[src/rtl/lzc_pkg.sv]
// Shared types and sizing helpers for the leading-zero normalizer.
package lzc_pkg;

    typedef enum logic [1:0] {
        IDLE    = 2'd0,
        COLLECT = 2'd1,
        SHIFT   = 2'd2,
        OUT     = 2'd3
    } state_e;

    localparam int DEF_WIDTH = 8;
    localparam int DEF_WORD  = 4;

    function automatic int cnt_w(input int total);
        return $clog2(total) + 1;
    endfunction

endpackage

[src/rtl/lzc_norm_shift_step.sv]
// One stage of the log-step barrel shifter: shifts left by 2**step_i when enabled.
module lzc_norm_shift_step #(
    parameter int TOTAL = 32,
    parameter int SW    = 3
) (
    input  logic [TOTAL-1:0] din_i,
    input  logic [SW-1:0]    step_i,
    input  logic             en_i,
    output logic [TOTAL-1:0] dout_o
);

    always_comb begin
        dout_o = din_i;
        if (en_i) begin
            dout_o = din_i << (32'd1 << step_i);
        end
    end

endmodule

[src/rtl/lzc_normalize.sv]
// Assembles a chunked value, waits for its leading-zero count, and left-normalizes it
// one power-of-two shift per cycle before presenting it on a valid/ready output.
module lzc_normalize
    import lzc_pkg::*;
#(
    parameter int  WIDTH = DEF_WIDTH,
    parameter int  WORD  = DEF_WORD,
    localparam int TOTAL = WIDTH * WORD,
    localparam int CNT_W = cnt_w(WIDTH * WORD),
    localparam int STEPS = $clog2(WIDTH * WORD)
) (
    input  logic             clk,
    input  logic             rst,
    input  logic [WIDTH-1:0] data,
    input  logic             Ivalid,
    input  logic [CNT_W-1:0] zeros,
    input  logic             zvalid,
    output logic [TOTAL-1:0] norm,
    output logic [CNT_W-1:0] shamt,
    output logic             zero_flag,
    output logic             Ovalid,
    input  logic             Oready,
    output logic             drop_err
);

    localparam int SW  = (STEPS > 1) ? $clog2(STEPS) : 1;
    localparam int CCW = $clog2(WORD + 1);

    state_e           state_q, state_d;
    logic [TOTAL-1:0] val_q, val_d;
    logic [CCW-1:0]   cnt_q, cnt_d;
    logic             lat_q, lat_d;
    logic [CNT_W-1:0] zl_q, zl_d;
    logic [SW-1:0]    step_q, step_d;
    logic [TOTAL-1:0] norm_q, norm_d;
    logic [CNT_W-1:0] shamt_q, shamt_d;
    logic             zf_q, zf_d;
    logic             ovalid_q, ovalid_d;
    logic             drop_q, drop_d;
    logic [TOTAL-1:0] shifted;

    // A count above TOTAL is not produced by the lzc; clamp so it behaves as all-zero.
    function automatic logic [CNT_W-1:0] sat_zeros(input logic [CNT_W-1:0] z);
        return (z > CNT_W'(TOTAL)) ? CNT_W'(TOTAL) : z;
    endfunction

    lzc_norm_shift_step #(
        .TOTAL (TOTAL),
        .SW    (SW)
    ) u_step (
        .din_i  (val_q),
        .step_i (step_q),
        .en_i   (zl_q[step_q]),
        .dout_o (shifted)
    );

    always_comb begin
        state_d  = state_q;
        val_d    = val_q;
        cnt_d    = cnt_q;
        lat_d    = lat_q;
        zl_d     = zl_q;
        step_d   = step_q;
        norm_d   = norm_q;
        shamt_d  = shamt_q;
        zf_d     = zf_q;
        ovalid_d = ovalid_q;
        drop_d   = 1'b0;
        case (state_q)
            IDLE: begin
                if (Ivalid) begin
                    val_d   = {data, {(TOTAL-WIDTH){1'b0}}};
                    cnt_d   = CCW'(1);
                    state_d = COLLECT;
                end
            end
            COLLECT: begin
                if (Ivalid && cnt_q != CCW'(WORD)) begin
                    for (int k = 0; k < WORD; k++) begin
                        if (cnt_q == CCW'(k)) val_d[TOTAL-1-k*WIDTH -: WIDTH] = data;
                    end
                    cnt_d = cnt_q + 1'b1;
                end
                if (zvalid && !lat_q) begin
                    lat_d = 1'b1;
                    zl_d  = sat_zeros(zeros);
                end
                // Both the last chunk and the count may land on the same edge.
                if (cnt_d == CCW'(WORD) && lat_d) begin
                    if (zl_d == CNT_W'(TOTAL)) begin
                        state_d  = OUT;
                        norm_d   = '0;
                        shamt_d  = zl_d;
                        zf_d     = 1'b1;
                        ovalid_d = 1'b1;
                    end else begin
                        state_d = SHIFT;
                        step_d  = '0;
                    end
                end
            end
            SHIFT: begin
                drop_d = Ivalid;
                val_d  = shifted;
                step_d = step_q + 1'b1;
                if (step_q == SW'(STEPS - 1)) begin
                    state_d  = OUT;
                    norm_d   = shifted;
                    shamt_d  = zl_q;
                    zf_d     = 1'b0;
                    ovalid_d = 1'b1;
                end
            end
            OUT: begin
                drop_d = Ivalid;
                if (Oready) begin
                    state_d  = IDLE;
                    ovalid_d = 1'b0;
                    val_d    = '0;
                    cnt_d    = '0;
                    lat_d    = 1'b0;
                end
            end
            default: state_d = IDLE;
        endcase
    end

    always_ff @(posedge clk) begin
        if (rst) begin
            state_q  <= IDLE;
            cnt_q    <= '0;
            lat_q    <= 1'b0;
            norm_q   <= '0;
            shamt_q  <= '0;
            zf_q     <= 1'b0;
            ovalid_q <= 1'b0;
            drop_q   <= 1'b0;
        end else begin
            state_q  <= state_d;
            cnt_q    <= cnt_d;
            lat_q    <= lat_d;
            norm_q   <= norm_d;
            shamt_q  <= shamt_d;
            zf_q     <= zf_d;
            ovalid_q <= ovalid_d;
            drop_q   <= drop_d;
        end
    end

    always_ff @(posedge clk) begin
        val_q  <= val_d;
        zl_q   <= zl_d;
        step_q <= step_d;
    end

    assign norm      = norm_q;
    assign shamt     = shamt_q;
    assign zero_flag = zf_q;
    assign Ovalid    = ovalid_q;
    assign drop_err  = drop_q;

endmodule

[config.mk]
export PLATFORM = sky130hd
export DESIGN_NAME = lzc_normalize
export DESIGN_NICKNAME = d
export VERILOG_FILES = /design/src/rtl/lzc_pkg.sv /design/src/rtl/lzc_norm_shift_step.sv /design/src/rtl/lzc_normalize.sv
export SDC_FILE = /design/constraint.sdc
export NUM_CORES = 1
export LEC_CHECK = 0
export CAP_MARGIN = 20
export CORE_MARGIN = 3
export CORE_UTILIZATION = 54
export CTS_BUF_LIST = sky130_fd_sc_hd__clkbuf_4 sky130_fd_sc_hd__clkbuf_8
export DETAILED_ROUTE_END_ITERATION = 10
export PLACE_DENSITY = 0.72
export SYNTH_ARGS = -nofsm -noshare
export SYNTH_HDL_FRONTEND = slang
export SYNTH_SLANG_ARGS = --single-unit
export TNS_END_PERCENT = 100
[constraint.sdc]
create_clock -name clk -period 3.3 [get_ports clk]
set_clock_uncertainty 0.05 [all_clocks]
set_input_delay 0.33 -clock clk [delete_from_list [all_inputs] [get_ports clk]]
set_output_delay 0.33 -clock clk [all_outputs]
set_load 0.01 [all_outputs]
==> Word level (Yosys, flattened, before mapping) <==
Cells that the tools add are included.
{ "totals": {"ff_bits": 88, "word_cells": 110} }
{ "classes": {"n_reduce_logical": 22, "order_cmp": 2, "n_shift": 2, "eq_ne": 21, "bitwise": 1, "muxes": 46, "add_sub_neg": 2} }
{ "ops": {"columns": ["operator", "n"], "rows": [
  ["2-to-1 mux 32 bit", 7],
  ["one-hot mux 32 bit (4 select lines)", 1],
  ["one-hot mux 32 bit (2 select lines)", 1],
  ["2-to-1 mux 6 bit", 6],
  ["2-to-1 mux 8 bit", 4],
  ["<< shifter 1 x 3 -> 32 bit, first input constant", 1],
  ["<< shifter 32 x 32 -> 32 bit", 1],
  ["AND reduction 4 bit", 6],
  ["!= test 2 bit, second input constant", 11],
  ["2-to-1 mux 3 bit", 6],
  ["one-hot mux 6 bit (2 select lines)", 1],
  ["2-to-1 mux 1 bit", 9],
  ["one-hot mux 3 bit (3 select lines)", 1],
  ["2-to-1 mux 2 bit", 4],
  ["one-hot mux 2 bit (4 select lines)", 1],
  ["adder 3 x 1 -> 3 bit, second input constant", 2],
  ["equality test 3 x 2 -> 1 bit, second input constant", 2],
  ["equality test 3 bit, second input constant", 2],
  ["equality test 6 bit, second input constant", 1],
  ["> comparator 6 bit, second input constant", 1],
  ["one-hot mux 3 bit (2 select lines)", 1],
  ["AND reduction 3 bit", 2],
  ["nonzero test 3 bit", 2],
  ["AND reduction 5 bit", 1],
  ["16 further kinds", 22]
]} }

==> Depth between registers and ports, before layout <==
{ "depth": {"depth_word": 8, "mapped_depth": 11, "depth_no_buf": 8} }

==> Cells and area by module <==
A second synthesis with hierarchy kept.
{ "hier_totals": {"hier_cells": 580, "hier_area_um2": 5486.5} }
{ "modules_own_cells": {"columns": ["mod", "cells_per_inst", "seq_area_each_um2", "area_each_um2", "n_inst"], "rows": [
  ["lzc_normalize", 373, 2172.1, 4045.1, 1],
  ["lzc_norm_shift_step", 207, 0.0, 1441.4, 1]
]} }

==> Least setup slack after synthesis <==
No wires, ideal clock.
{ "synth_timing": {"path_type": "reg2reg", "from": "register step_q[0]", "to": "register val_q[28] (data pin)", "slack_ns": 0.578, "arrival_ns": 2.415, "path_stages_with_launch": 10, "path_cell_list": "edfxtp_1 > inv_1 > ha_1 > buf_6 > mux2_2 > mux2_4 > a211oi_2 > o221ai_1 > a221o_1 > a32o_1"} }
{ "synth_via": {"elab_chain_cells": 4, "elab_cells_between_ends": 6, "classes_between": "shift: 2; mux: 4"} }
{ "synth_lines": {"columns": ["element", "line", "source"], "rows": [
  ["start, declared", "lzc_normalize.sv:34", "logic [SW-1:0] step_q, step_d;"],
  ["start signal, assigned", "lzc_normalize.sv:153", "step_q <= step_d;"],
  ["<< shifter 1 x 3 -> 32 bit or binary-select mux 1 bit (select 3 bit) (tied branches)", "lzc_norm_shift_step.sv:15, lzc_normalize.sv:53", null],
  ["<< shifter 32 x 32 -> 32 bit or 2-to-1 mux 1 bit (tied branches)", "lzc_norm_shift_step.sv:15, lzc_normalize.sv:53", null],
  ["2-to-1 mux 32 bit (*)", "lzc_norm_shift_step.sv:14", "if (en_i) begin"],
  ["one-hot mux 32 bit (4 select lines) (*)", "lzc_normalize.sv:69", "case (state_q)"],
  ["via val_d[28]", "lzc_normalize.sv:30", "logic [TOTAL-1:0] val_q, val_d;"],
  ["end signal, assigned", "lzc_normalize.sv:151", "val_q <= val_d;"],
  ["end, declared", "lzc_normalize.sv:30", null]
]} }
The timed path passes the listed nets; every way through them passes the cells marked *. The select of a mux whose other input is x is not followed.
A chain may end at the register's enable or synchronous reset.

==> Worst setup path in the final report <==
{ "layout_timing": {"from": "register step_q[1]", "to": "register val_q[28] (data pin)"} }
Same word-level chain as after synthesis.

==> flow_summary.ini <==
[sta]
slew_headroom_pct = 43.0
tns_ps = 0
setup_viol = 0
rsz0062_at_grt = no
slew_viol_final = 0
finalCriticalPeriod_ps = 3150
hold_violations = 0
fmax_ghz = 0.318
worstMarginPinSlew_ps = 851
period_share_pct = 95.4

[die]
die_w_um = 118
rows = 40
io_pins = 60
die-area_um2 = 14000
coreArea_um2 = 12200
die_y_um = 118
initial_core_util_pct = 55.9

[worst_setup_path]
rr_endpoint = val_q[28]
crit_buf_inv = 1
crit_required_ps = 3370
slowest_stage = edfxtp_1
reg2reg_setup_slack_ps = 150
crit_path_end_kind = register
ff2ff_path_depth = 8
critical_path_class = reg2reg
cp-startpoint = step_q[1]
crit_chain = inv_1 -> ha_2 -> mux2_2 -> a32o_1 -> nor3b_1 -> nor2_1 -> a221o_1 -> a32o_1
cp_max_fo = 12
timing.rr.start = step_q[1]
crit_path_frequent_cell = a32o_1
crit_family = compound AO/OA/AOI/OAI gates
cp-start-kind = register
cp.depth = 8
worstPathArrival_ps = 3220
cpPeakStageDelay_ps = 450

[yosys]
syn_nets = 793
async_reset_ff_share_pct = 0
yosysTopAreaCell = edfxtp_1
ys.flop_type = dfxtp_1
synth_cells = 759
synth-edff-count = 41
synth_top_area_share_pct = 18.1
synth_common_cells = nand2_1 (72), a21oi_1 (67), dfxtp_1 (47)
synthesis.area_um2 = 6800
ys_types = 92
yosysWarnings = 0
ys_top_cells_by_area = edfxtp_1 (18%), dfxtp_1 (14%), a21oi_1 (4.9%)
synth_most_common_cell = nand2_1
syn_area_per_cell_um2 = 8.96
synth-seq-area-share_pct = 31.9
ys_ff_latch = 88

[worst_hold_path]
worstHoldPathType = reg2reg
min_from = norm[9]
hold-path-cell-count = 1
hold_end = norm[9]

[global_routing]
track_usage_pct = 38.9
busiest_layer = met2
use_met2_pct = 57.1
grtUsageMet1_pct = 53.8
grt_pass1_wl_um = 42000
gr-total-overflow = 0
grt_pass1_vias = 6867
met3_usage_pct = 11.3
antenna_found_initial = 0
grt_max_degree = 47

[detailed_routing]
totalWireLength_um = 28100
wl_per_cell_um = 28.0
drt_iter0_markers = 1527
firstDrtPassIters = 8
drc = 0
ant_nets = 0
viasPerCell = 7.45
vias = 7492

[clock_network]
clk-insertion-delay-late_ps = 380
cts-htree-levels = 3
clk_pin_slew_ps = 80
ctsHoldBuffers = 0
cts_buffers = 9
cts_root_buf = clkbuf_8
clk_path_buf_depth = 2
clock-sinks = 88
cts_tree = yes

[layout]
seq_area_um2 = 2170
fillCellCount = 1009
n_antenna_cell = 0
area_growth_pct = 18.1
final_nets = 866
drive_gt1_share_pct = 16.5
multi_input_area_um2 = 4250

[power]
powerDensity_nw_per_um2 = 893
power_uw = 7180
ir_drop_uv = 650
p_leak_uw = 0.00282

[placement]
port_buffers = 59
dpl.hpwl_um = 21000
place_congestion = 1.15

[status]
outcome = finished clean

[run]
cap_violations = 0
[power by group]
group | total, µW | leakage (µW) | switching (µW) | internal [µW]
combinational | 4180 | 0.00192 | 2590 | 1590
clock | 767 | 0.000105 | 393 | 374
sequential | 2230 | 0.000792 | 630 | 1600
total | 7180 | 0.00282 | 3610 | 3560
[final cells by class]
class | instances | share of cell area (%)
Multi-Input combinational cell | 589 | 53.0
Clock buffer | 12 | 1.82
Tap cell | 168 | 2.62
Sequential cell | 88 | 27.0
Clock inverter | 4 | 0.576
Inverter | 18 | 0.841
Timing Repair Buffer | 126 | 14.1
[stage by stage]
step	instances	area, µm²	util (%)	worst slack [ps]	hold slack, ps
after floorplan	759	6800	-	578	413
after global placement	988	7790	64.1	123	402
after detailed placement	988	7790	64.1	-12.6	407
after CTS	1004	8000	65.8	57.2	425
after global routing	1005	8030	66.0	29.6	445
final	1005	8030	66.0	152	421
[placed cells by master (no fill, tap or decap), types with 12 or more instances in the layout]
master,netlist,final
a211oi_1,18,18
a21oi_1,67,67
a31oi_1,23,23
a32o_1,24,24
a32oi_1,12,12
buf_4,11,63
clkdlybuf4s50_1,0,59
dfxtp_1,47,47
edfxtp_1,41,41
ha_1,15,12
inv_1,17,17
mux2_2,16,16
mux2i_1,22,22
nand2_1,72,72
nand2b_1,18,18
nand3_1,20,20
nor2_1,34,34
nor2b_1,13,13
nor3_1,13,12
o21ai_0,38,38
[how the worst max path moves through the flow]
stage / end / slack (ps)
5_1_grt: val_q[31] / 30
6_report: val_q[28] / 150
2_1_floorplan: val_q[28] / 580
4_1_cts: val_q[19] / 60
3_3_place_gp: val_q[28] / 120
3_5_place_dp: val_q[28] / -10
[cells by family after synthesis]
group | after synthesis | share of synthesized area, %
AOI/OAI and AO/OA | 300 | 32.3
DFF | 88 | 31.9
buffers and inverters | 82 | 6.00
xor gates and xnor gates | 1 | 0.129
muxes | 49 | 9.04
adders and majority gates | 15 | 2.76
and+or+nand+nor | 224 | 17.8
[sequential cells by signal (all words and copies together) (netlist names)]
register and cells:
Ovalid 1, cnt_q 3, drop_err 1, lat_q 1, norm 32, shamt 6
state_q 2, step_q 3, val_q 32, zero_flag 1, zl_q 6
[routing by layer]
layer	part of all wire [%]	vias up
met5	0	-
li1	-	3130
met3	15	134
met2	42	723
met4	5.0	0
met1	38	3505
[what timing repair did]
item | CTS | global route
resized for setup | 1 | 6
pin swaps | 0 | 1
buffers inserted | 0 | 1
setup endpoints to repair | 4 | 20
Note: power is estimated with default switching activity, not from simulation.
